$ cat src/rtl/trojan_resp_misr.sv
// Response compactor: folds each wrapper response word into a 32-bit MISR and,
// after a programmed number of responses, compares the signature to a golden value.
module trojan_resp_misr #(
  parameter int unsigned       OUT_W = 123,
  parameter int unsigned       SIG_W = 32,
  parameter logic [SIG_W-1:0]  POLY  = 32'h04C11DB7,
  parameter logic [SIG_W-1:0]  SEED  = 32'hFFFFFFFF
) (
  input  logic             clk,
  input  logic             rst_n,
  input  logic             start,
  input  logic [15:0]      num_vec,
  input  logic [SIG_W-1:0] golden_sig,
  input  logic             resp_valid,
  input  logic [OUT_W-1:0] resp_data,
  output logic             busy,
  output logic             done,
  output logic             pass,
  output logic [SIG_W-1:0] signature,
  output logic [15:0]      vec_count
);

  localparam int unsigned NumChunks = (OUT_W + SIG_W - 1) / SIG_W;
  localparam int unsigned PadW      = NumChunks * SIG_W;

  typedef enum logic [1:0] {StIdle, StRun, StCmp} state_e;

  state_e             state_q, state_d;
  logic [15:0]        num_q, num_d;
  logic [SIG_W-1:0]   sig_q, sig_d;
  logic [15:0]        cnt_q, cnt_d;
  logic               pass_q, pass_d;
  logic               done_q, done_d;

  logic [PadW-1:0]    resp_pad;
  logic [SIG_W-1:0]   fold;
  logic [SIG_W-1:0]   sig_next;
  logic [15:0]        cnt_inc;
  logic               accept;
  logic               start_ok;

  // Zero-pad the response to a whole number of signature-wide chunks.
  always_comb begin
    resp_pad              = '0;
    resp_pad[OUT_W-1:0]   = resp_data;
  end

  // XOR all chunks together; chunk 0 is the least significant slice.
  always_comb begin
    fold = '0;
    for (int i = 0; i < NumChunks; i++) begin
      fold = fold ^ resp_pad[i*SIG_W +: SIG_W];
    end
  end

  // One MISR step: shift left, feed back the polynomial on MSB, inject the fold.
  always_comb begin
    sig_next = {sig_q[SIG_W-2:0], 1'b0} ^ (sig_q[SIG_W-1] ? POLY : '0) ^ fold;
  end

  assign accept   = (state_q == StRun) && resp_valid;
  assign start_ok = (state_q == StIdle) && start;
  assign cnt_inc  = cnt_q + 16'd1;

  // State register.
  always_ff @(posedge clk or negedge rst_n) begin
    if (!rst_n) begin
      state_q <= StIdle;
    end else begin
      state_q <= state_d;
    end
  end

  // Next-state logic.
  always_comb begin
    state_d = state_q;
    unique case (state_q)
      StIdle: begin
        if (start) begin
          state_d = (num_vec == 16'd0) ? StCmp : StRun;
        end
      end
      StRun: begin
        if (accept && (cnt_inc == num_q)) begin
          state_d = StCmp;
        end
      end
      StCmp:   state_d = StIdle;
      default: state_d = StIdle;
    endcase
  end

  // FSM outputs.
  always_comb begin
    busy = (state_q == StRun) || (state_q == StCmp);
  end

  // Datapath next-state: run setup, response accumulation and the compare.
  always_comb begin
    num_d  = num_q;
    sig_d  = sig_q;
    cnt_d  = cnt_q;
    pass_d = pass_q;
    done_d = 1'b0;
    if (start_ok) begin
      num_d  = num_vec;
      sig_d  = SEED;
      cnt_d  = 16'd0;
      pass_d = 1'b0;
    end else if (accept) begin
      sig_d = sig_next;
      cnt_d = cnt_inc;
    end
    if (state_q == StCmp) begin
      pass_d = (sig_q == golden_sig);
      done_d = 1'b1;
    end
  end

  // Datapath registers.
  always_ff @(posedge clk or negedge rst_n) begin
    if (!rst_n) begin
      num_q  <= 16'd0;
      sig_q  <= '0;
      cnt_q  <= 16'd0;
      pass_q <= 1'b0;
      done_q <= 1'b0;
    end else begin
      num_q  <= num_d;
      sig_q  <= sig_d;
      cnt_q  <= cnt_d;
      pass_q <= pass_d;
      done_q <= done_d;
    end
  end

  assign done      = done_q;
  assign pass      = pass_q;
  assign signature = sig_q;
  assign vec_count = cnt_q;

endmodule

$ cat config.mk
export PLATFORM = sky130hd
export DESIGN_NAME = trojan_resp_misr
export DESIGN_NICKNAME = d
export VERILOG_FILES = /design/src/rtl/trojan_resp_misr.sv
export SDC_FILE = /design/constraint.sdc
export NUM_CORES = 1
export LEC_CHECK = 0
export BUFFER_PORTS_ARGS = -buffer_cell sky130_fd_sc_hd__buf_2
export CAP_MARGIN = 15
export CORE_MARGIN = 2
export CORE_UTILIZATION = 48
export DETAILED_ROUTE_END_ITERATION = 12
export GPL_ROUTABILITY_DRIVEN = 0
export GPL_TIMING_DRIVEN = 0
export PLACE_DENSITY = 0.87
export SYNTH_ARGS = -nofsm -noshare
export SYNTH_HDL_FRONTEND = slang
export SYNTH_SLANG_ARGS = --single-unit
export TNS_END_PERCENT = 10
$ cat constraint.sdc
create_clock -name clk -period 3.1 [get_ports clk]
set_input_delay 0.31 -clock clk [delete_from_list [all_inputs] [get_ports clk]]
set_output_delay 0.31 -clock clk [all_outputs]
set_load 0.03 [all_outputs]
Word-level counts from Yosys, hierarchy flattened

Cells that the tools add are included.

Shift-type cells: 0
Equal/unequal tests: 6
Bitwise operators: 5
Multipliers: 0
Muxes and demuxes: 12
Div/mod/pow operators: 0
Order comparisons: 0
Add/sub/neg operators: 1
Reduce and logical (&&, ||, !) cells: 9

Operators by type and width:

| kind                                                  | number |
|---|---|
| XOR 32 bit                                            | 3 |
| 2-to-1 mux 32 bit                                     | 2 |
| XOR 32 x 27 -> 32 bit                                 | 2 |
| == test 32 bit                                        | 1 |
| 2-to-1 mux 16 bit                                     | 2 |
| 2-to-1 mux 27 bit                                     | 1 |
| adder 16 x 1 -> 16 bit, second input constant         | 1 |
| == test 16 bit                                        | 1 |
| logical NOT 16 bit                                    | 1 |
| 2-to-1 mux 2 bit                                      | 3 |
| one-hot mux 2 bit (2 select lines)                    | 1 |
| nonzero test 2 bit                                    | 2 |
| logical AND 1 bit                                     | 3 |
| 2-to-1 mux 1 bit                                      | 3 |
| == test 2 x 1 -> 1 bit, second input constant         | 1 |
| == test 2 bit, second input constant                  | 1 |
| logical NOT 2 bit                                     | 1 |
| inequality test 2 x 1 -> 1 bit, second input constant | 1 |
| inequality test 2 bit, second input constant          | 1 |
| AND reduction 2 bit                                   | 1 |
| logical OR 1 bit                                      | 1 |

Latch bits: 0
ROM bits: 0
Bits of input ports: 175
Logic and storage cells: 39
Memory bits (writable): 0
Output and inout port bits: 51
Flip-flop bits (word level): 68
Memories kept: 0

Depth between registers and ports, before layout

Gate-level depths: netlist of the first run.

Depth after elaboration: 6
Depth in mapped cells: 9
Gate-level depth less buffers: 8

Worst setup path after synthesis of the first run

Ideal clock, no wire load.

Kind: register to register
Start: register cnt_q[0] (netlist: vec_count[0])
End: register state_q[0]
Arrival: 2.360 ns
Stages on the path, launching flop included: 8
Setup slack: 0.660 ns
Required time: 3.020 ns
Clock period less this slack: 2.440 ns
Path buffers: 0
Setup time: 0.080 ns
Cells stage by stage: dfrtp_1 ha_1 xor2_1 a2111oi_0 o211ai_1 or4_4 o21a_1 o211ai_2

Cells in the longest elaborated chain, start to end: 5

RTL lines:

| what                                            | RTL line | text |
|---|---|---|
| start: declaration                              | 31       | `logic [15:0] cnt_q, cnt_d;` |
| start signal: assignment                        | 131      | `cnt_q <= cnt_d;` |
| adder 16 x 1 -> 16 bit                          | 63       | `assign cnt_inc = cnt_q + 16'd1;` |
| == test 16 bit                                  | 84       | `if (accept && (cnt_inc == num_q)) begin` |
| logical AND 1 bit                               | 84       |  |
| inequality test 2 x 1 -> 1 bit (no source line) | --       |  |
| AND reduction 2 bit (no source line)            | --       |  |
| end signal: assignment                          | 68       | `state_q <= StIdle;` |
| end signal: assignment                          | 70       | `state_q <= state_d;` |
| end: declaration                                | 28       | `state_e state_q, state_d;` |

Every way passes these cells.
A chain may end at the register's enable or synchronous reset.

Worst setup path in the final report of the first run

Same ends and word-level chain as after synthesis.

==> results.md, run 1 <==
## Status
• finished clean — run status

## Timing
• 0 ns — accumulated negative setup slack
• 0.392 GHz — fmax
• 41.6% — max_slew headroom
• 0 — Final setup violation count
• 0.876 ns — transition time at the pin with the least slew margin
• 0.0936 ns — hold_ws
• 0 — Hold Fails Final Rpt
• 82.3% — part of the cycle the worst path needs
• 0.0109 ns — clock tree skew after final layout
• 2.55 ns — final period demand of the worst path
• false — unrepaired setup endpoints after global routing
• 0 — max-slew violation total from the final report

## Flow run
• 0 — max-cap violation count

## Floorplanning
• 49.7% — effective utilization at floorplan
• 11,000 µm² — die footprint
• 226 — I/O pin cnt
• 36 — Rows
• 9820 µm² — total core area
• 105 µm — die boundary width
• 105 µm — y dimension of the die

## Setup path
• 5 — highest fanout seen on the critical path
• reg -> reg — Crit Path Class
• flip-flop — nature of the critical path startpoint
• sky130_fd_sc_hd__or4_4 — slowest library cell on the worst path
• ha_1 -> xor2_1 -> a2111oi_0 -> o211ai_1 -> or4_4 -> o211ai_1 -> o211ai_2 — crit path cell chain
• sky130_fd_sc_hd__o211ai_1 — most used cell along the critical path
• 0.55 ns — Largest stage delay, worst path
• flip-flop — nature of the critical path endpoint
• 3.32 ns — Worst Path Required
• 2.77 ns — data arrival at the endpoint of the critical path

## Pwr
• 15.2% — share of total power in the clock network
• 44.3% — switching fraction of total power
• 52.9% — Gate power share
• 2.89 nW — P_leak
• 31.9% — proportion of power drawn by flip-flops and latches
• 0.00210 W — NetSw
• 744 nW/µm² — Power Density
• 0.00264 W — Internal
• 0.000439 V — Peak supply drop

## Logic synthesis
• 34.8% — sequential cell area fraction in the yosys report
• 0 — total of warnings raised by yosys
• 4880 µm² — area of the mapped netlist
• 68 — #FFs+latches synth
• 45 — distinct cell type count after synthesis
• 716 — Post-Syn Nets
• 537 — instance count of the mapped netlist
• 9.10 µm² — average size of a mapped cell

## Finish
• 32.0% — fraction of final layout cells sized beyond drive strength 1
• sky130_fd_sc_hd__buf_2 — commonest non-fill, non-tap cell in the layout
• sky130_fd_sc_hd__buf_2, sky130_fd_sc_hd__xnor2_1, sky130_fd_sc_hd__nand2_1 — commonest non-fill, non-tap cells in the layout
• 64.9% — utilization of the core after routing
• 912 — Final Instance Count excl. Fillers
• 952 — number of nets in the final layout
• 30.4% — post-synthesis to final-layout area growth
• 876 — layout filler cell count

## Detailed routing
• 5.17 — routed via count divided by cell count
• 4,719 — vias post-DR
• 4 — Initial DRT Pass Iterations
• 0 — Antenna Nets Post-Route
• 176 — detailed router's first-iteration violation count
• 14.8 mm — total detailed-routing wirelength
• 0 — count of unresolved DRC violations after routing
• 16.2 µm — routed length per instance

## Clocking
• 0 — number of buffers inserted by hold repair at cts
• 0.07 ns — clock-pin slew reported for the worst setup and hold paths after clock tree synthesis
• 68 — clock sink count
• 0 — number of gates resized after cts
• 0 — Post-CTS Setup Bufs
• 3 — H-tree depth reported by CTS
• 0.35 ns — clock latency on the worst-skew pair
• 2 — maximum clock path buffer count
• sky130_fd_sc_hd__clkbuf_8 — clock tree root buffer cell
• done — clock tree from TritonCTS
• 9 — number of buffers inserted during clock tree synthesis

## GRT
• 0 — total gr overflow
• 3 — initial antenna violation count
• 23.1 mm — wire length of the first global-routing pass
• 27.1% — global-route usage over all layers
• 69 — pin count of the biggest net entering global routing
• 4,714 — number of global-route vias before repair

## Place
• 225 — count of input and output buffers
• 895 — Placed Cells
• 11.8 mm — estimated wirelength of the detail-placed design

## Hold path
• in -> async — worst hold path class

-- stage by stage --
| stage | instance area, µm² | setup WS (ns) | total power (W) |
|---|---|---|---|
| CTS | 6360 | 0.545 | 0.00477 |
| detailed placement | 6180 | 0.592 | 0.00403 |
| global placement | 6180 | 0.618 | 0.00396 |
| finish | 6370 | 0.549 | 0.00474 |
| global route | 6370 | 0.371 | 0.00504 |
| floorplan | 4880 | 0.660 | 0.00330 |
-- power by group through the flow --
stage / clock [W] / combinational (W) / sequential (W)
5_1_grt: 0.000768 / 0.00273 / 0.00155
6_report: 0.000720 / 0.00251 / 0.00151
2_1_floorplan: 0 / 0.00154 / 0.00176
4_1_cts: 0.000734 / 0.00252 / 0.00151
3_5_place_dp: 0 / 0.00252 / 0.00151
3_3_place_gp: 0 / 0.00245 / 0.00151
-- Yosys cell counts, drive strengths merged --
| master | number | area, µm² |
|---|---|---|
| xnor2 | 157 | 1380 |
| or4 | 1 | 11.3 |
| o22ai | 1 | 6.26 |
| inv | 5 | 18.8 |
| nor3b | 3 | 22.5 |
| nand2 | 94 | 355 |
| and2 | 4 | 27.5 |
| o2111ai | 1 | 8.76 |
| or3 | 3 | 18.8 |
| mux2 | 1 | 11.3 |
| ha | 4 | 50.1 |
| and3 | 4 | 25.0 |
| or2 | 2 | 12.5 |
| nor4b | 2 | 17.5 |
| nor3 | 5 | 25.0 |
| o211ai | 36 | 275 |
| nand3b | 1 | 7.51 |
| nor4 | 9 | 56.3 |
| nand4 | 11 | 68.8 |
| o311ai | 1 | 8.76 |
| nor2b | 3 | 18.8 |
| nand2b | 2 | 12.5 |
| and4 | 1 | 8.76 |
| dfrtp | 68 | 1700 |
| buf | 10 | 62.6 |
| a211o | 1 | 8.76 |
| clkbuf | 14 | 52.6 |
| a21boi | 1 | 7.51 |
| xor2 | 40 | 350 |
| nand3 | 7 | 40.0 |
| a221o | 1 | 10.0 |
| nor2 | 18 | 67.6 |
| a31oi | 2 | 12.5 |
| o21a | 2 | 15.0 |
| a21oi | 8 | 40.0 |
| o21ai | 13 | 65.1 |
| a2111oi | 1 | 8.76 |
-- cell families after synthesis --
family / Yosys count / synth area share, %
mux: 1 / 0.231
fa+ha+maj: 4 / 1.02
simple gates: 170 / 16.3
flops: 68 / 34.8
xor+xnor: 197 / 35.3
buf+inv: 29 / 2.74
compound gates: 68 / 9.55
-- sequential cells by signal (all words and copies together), names as in the netlist --
name,count
done,1
num_q,16
pass,1
signature,32
state_q,2
vec_count,16
-- routing by layer --
metal,GRT usage (%),vias to the layer above,routed length (µm),part of all wire [%]
li1,-,2262,-,-
met1,29.7,2210,5420,37
met2,48.6,212,7770,53
met3,7.86,35,1120,7.6
met4,11.9,0,480,3.2
met5,0,-,0,0
-- final cells by class --
cell class	count	area, µm²	area share (%)
multi-input combinational	440	3050	47.9
sequential	68	1700	26.7
timing repair buffer	225	1130	17.7
tap	133	166	2.61
clock buffer	13	149	2.34
buffer	24	115	1.81
clock inverter	2	35.0	0.550
inverter	5	18.8	0.295
antenna	2	5.00	0.0786
-- worst paths after layout --
check / startpoint / to / slack [ns] / cells after the start
max in group asynchronous: rst_n / state_q[1] / 2.44 / 1
worst min-delay path: rst_n / vec_count[13] / 0.09 / 1
min in group clk: num_vec[15] / num_q[15] / 0.18 / 3
worst max-delay path: vec_count[0] / state_q[0] / 0.55 / 7
worst min register to register: num_q[9] / num_q[9] / 0.50 / 2
worst max register to register: vec_count[0] / state_q[0] / 0.55 / 7
-- critical path, delay by kind of cell, from the launching register on --
family                   cells  cell delay (ns)
XOR/XNOR                     1             0.17
AND/OR/NAND/NOR              1             0.55
flip-flops                   1             0.45
adder cells (fa/ha/maj)      1             0.35
AO/OA/AOI/OAI                4             0.91
(Power assumes the default switching activity.)
==> run 2, diff against run 1 <==
- clock period: 3.1 -> 2.4 ns (I/O delays scaled with it)
==> results.md, run 2 (synthesis gave the netlist of run 1 again) <==
## Status
• finished, violations left — run status
• hold timing — violated checks

## Pwr
• 954 nW/µm² — Power Density, +28%
• 0.000459 V — Peak supply drop, +4.6%
• 2.92 nW — P_leak, +1.1%

## Timing
• 0.0106 ns — clock tree skew after final layout, -0.000303 ns
• -0.00396 ns — hold_ws, -0.0975 ns
• 0 — max-slew violation total from the final report, unchanged
• 0.438 GHz — fmax, +12%
• 4 — Hold Fails Final Rpt, +4
• 0 — Final setup violation count, unchanged
• 95.1% — part of the cycle the worst path needs, +13 points
• 0.894 ns — transition time at the pin with the least slew margin, +0.0176 ns
• 0 ns — accumulated negative setup slack, unchanged
• 2.28 ns — final period demand of the worst path, -0.268 ns
• 40.4% — max_slew headroom, -1.2 points
• 0.117 ns — slack of the critical path, -0.432 ns

## Floorplanning
• 36 — Rows, unchanged
• 105 µm — die boundary width, unchanged
• 226 — I/O pin cnt, unchanged
• 105 µm — y dimension of the die, unchanged
• 9820 µm² — total core area, unchanged
• 11,000 µm² — die footprint, unchanged
• 49.7% — effective utilization at floorplan, unchanged

## Detailed routing
• 5.25 — routed via count divided by cell count, +1.4%
• 7.89 mm — met2 WL post-DR, +1.5%
• 4,823 — vias post-DR, +2.2%
• 0 — Antenna Nets Post-Route, unchanged
• 286 — detailed router's first-iteration violation count, +63%
• met4 — topmost layer with routed signal wires
• 5.45 mm — Post-Route M1 WL, +0.53%
• 15.2 mm — total detailed-routing wirelength, +3.0%
• 0 — count of unresolved DRC violations after routing, unchanged
• 8 — Initial DRT Pass Iterations, +4
• 1.24 mm — routed length on met3, +11%
• 16.6 µm — routed length per instance, +2.2%

## Finish
• 34.2% — fraction of final layout cells sized beyond drive strength 1, +2.1 points
• 6480 µm² — cell area after layout, +1.8%
• 32 — max reg flops, unchanged
• 66.0% — utilization of the core after routing, +1.2 points
• sky130_fd_sc_hd__buf_2, sky130_fd_sc_hd__xnor2_1, sky130_fd_sc_hd__nand2_1 — commonest non-fill, non-tap cells in the layout
• 958 — number of nets in the final layout, +0.63%
• 32.7% — post-synthesis to final-layout area growth
• sky130_fd_sc_hd__buf_2 — commonest non-fill, non-tap cell in the layout

## GRT
• 23.9 mm — wire length of the first global-routing pass, +3.4%
• 0 — total gr overflow, unchanged
• 69 — pin count of the biggest net entering global routing, unchanged
• 27.7% — global-route usage over all layers, +0.61 points
• 4,857 — number of global-route vias before repair, +3.0%
• 3 — initial antenna violation count, unchanged

## Place
• 225 — count of input and output buffers, unchanged
• 6180 µm² — placed inst area, about the same
• 12.0 mm — estimated wirelength of the detail-placed design, +1.2%
• -0.0624 ns — Placement Setup Slack, -0.654 ns

## Setup path
• reg -> reg — Crit Path Class
• 0.55 ns — Largest stage delay, worst path, about the same
• 10 — highest fanout seen on the critical path, +5
• flip-flop — nature of the critical path endpoint
• 2.50 ns — data arrival at the endpoint of the critical path, -0.27 ns
• flip-flop — nature of the critical path startpoint
• sky130_fd_sc_hd__or4_4 — slowest library cell on the worst path
• buf_6 -> nand4_1 -> nor4_4 -> xnor2_1 -> nand2_1 -> or4_4 -> o211ai_1 -> o211ai_2 — crit path cell chain
• 1 — number of buffers and inverters on the critical path, +1
• 2.62 ns — Worst Path Required, -0.70 ns
• simple AND/OR/NAND/NOR gates — Crit path max-delay family

## Clocking
• sky130_fd_sc_hd__clkbuf_8 — clock tree root buffer cell
• 0.35 ns — clock latency on the worst-skew pair, about the same
• 0.07 ns — clock-pin slew reported for the worst setup and hold paths after clock tree synthesis, about the same
• 2 — maximum clock path buffer count, unchanged
• 9 — number of buffers inserted during clock tree synthesis, unchanged
• 68 — clock sink count, unchanged
• done — clock tree from TritonCTS
• 3 — H-tree depth reported by CTS, unchanged

## Hold path
• in -> async — worst hold path class

## Flow run
• 0 — max-cap violation count, unchanged

## run 2: what timing repair did
action,in CTS,in global routing
hold buffers,0,0
pin swaps,2,7
setup endpoints to repair,2,2
setup buffers,0,7
gates resized for setup,3,15
## run 2: layer usage
metal / vias up / track usage [%]
met2: 231 / 50.1
met1: 2270 / 30.4
met5: - / 0
met4: 0 / 12.4
li1: 2275 / -
met3: 47 / 7.17
## run 2: final cells by class
cell class	count	area (µm²)
fillers	839	3340
inverters	5	18.8
flip-flops and latches	68	1710
diodes	2	5.00
multi-input cells	440	3110
repair buffers	232	1180
clock inverters	2	35.0
well taps	133	166
clock buffers	14	143
plain buffers	23	114
## run 2: where the power goes
part	internal [W]	switching, W
sequential	0.00150	0.000457
combinational	0.00144	0.00189
clock	0.000481	0.000418
## run 2: final timing paths
path | start | end | slack, ns | depth (start not counted)
worst min register to register | num_q[8] | num_q[8] | 0.49 | 2
worst max register to register | vec_count[3] | state_q[0] | 0.12 | 8
max in group asynchronous | rst_n | vec_count[12] | 1.73 | 1
worst max-delay path | vec_count[3] | state_q[0] | 0.12 | 8
worst min-delay path | rst_n | num_q[11] | -0.004 | 1
min in group clk | num_vec[11] | num_q[11] | 0.11 | 3
## run 2: stage by stage
step | instances | total power [W]
after floorplan | 537 | 0.00426
after global placement | 895 | 0.00511
after detailed placement | 895 | 0.00522
after CTS | 911 | 0.00615
after global routing | 919 | 0.00661
final | 919 | 0.00619
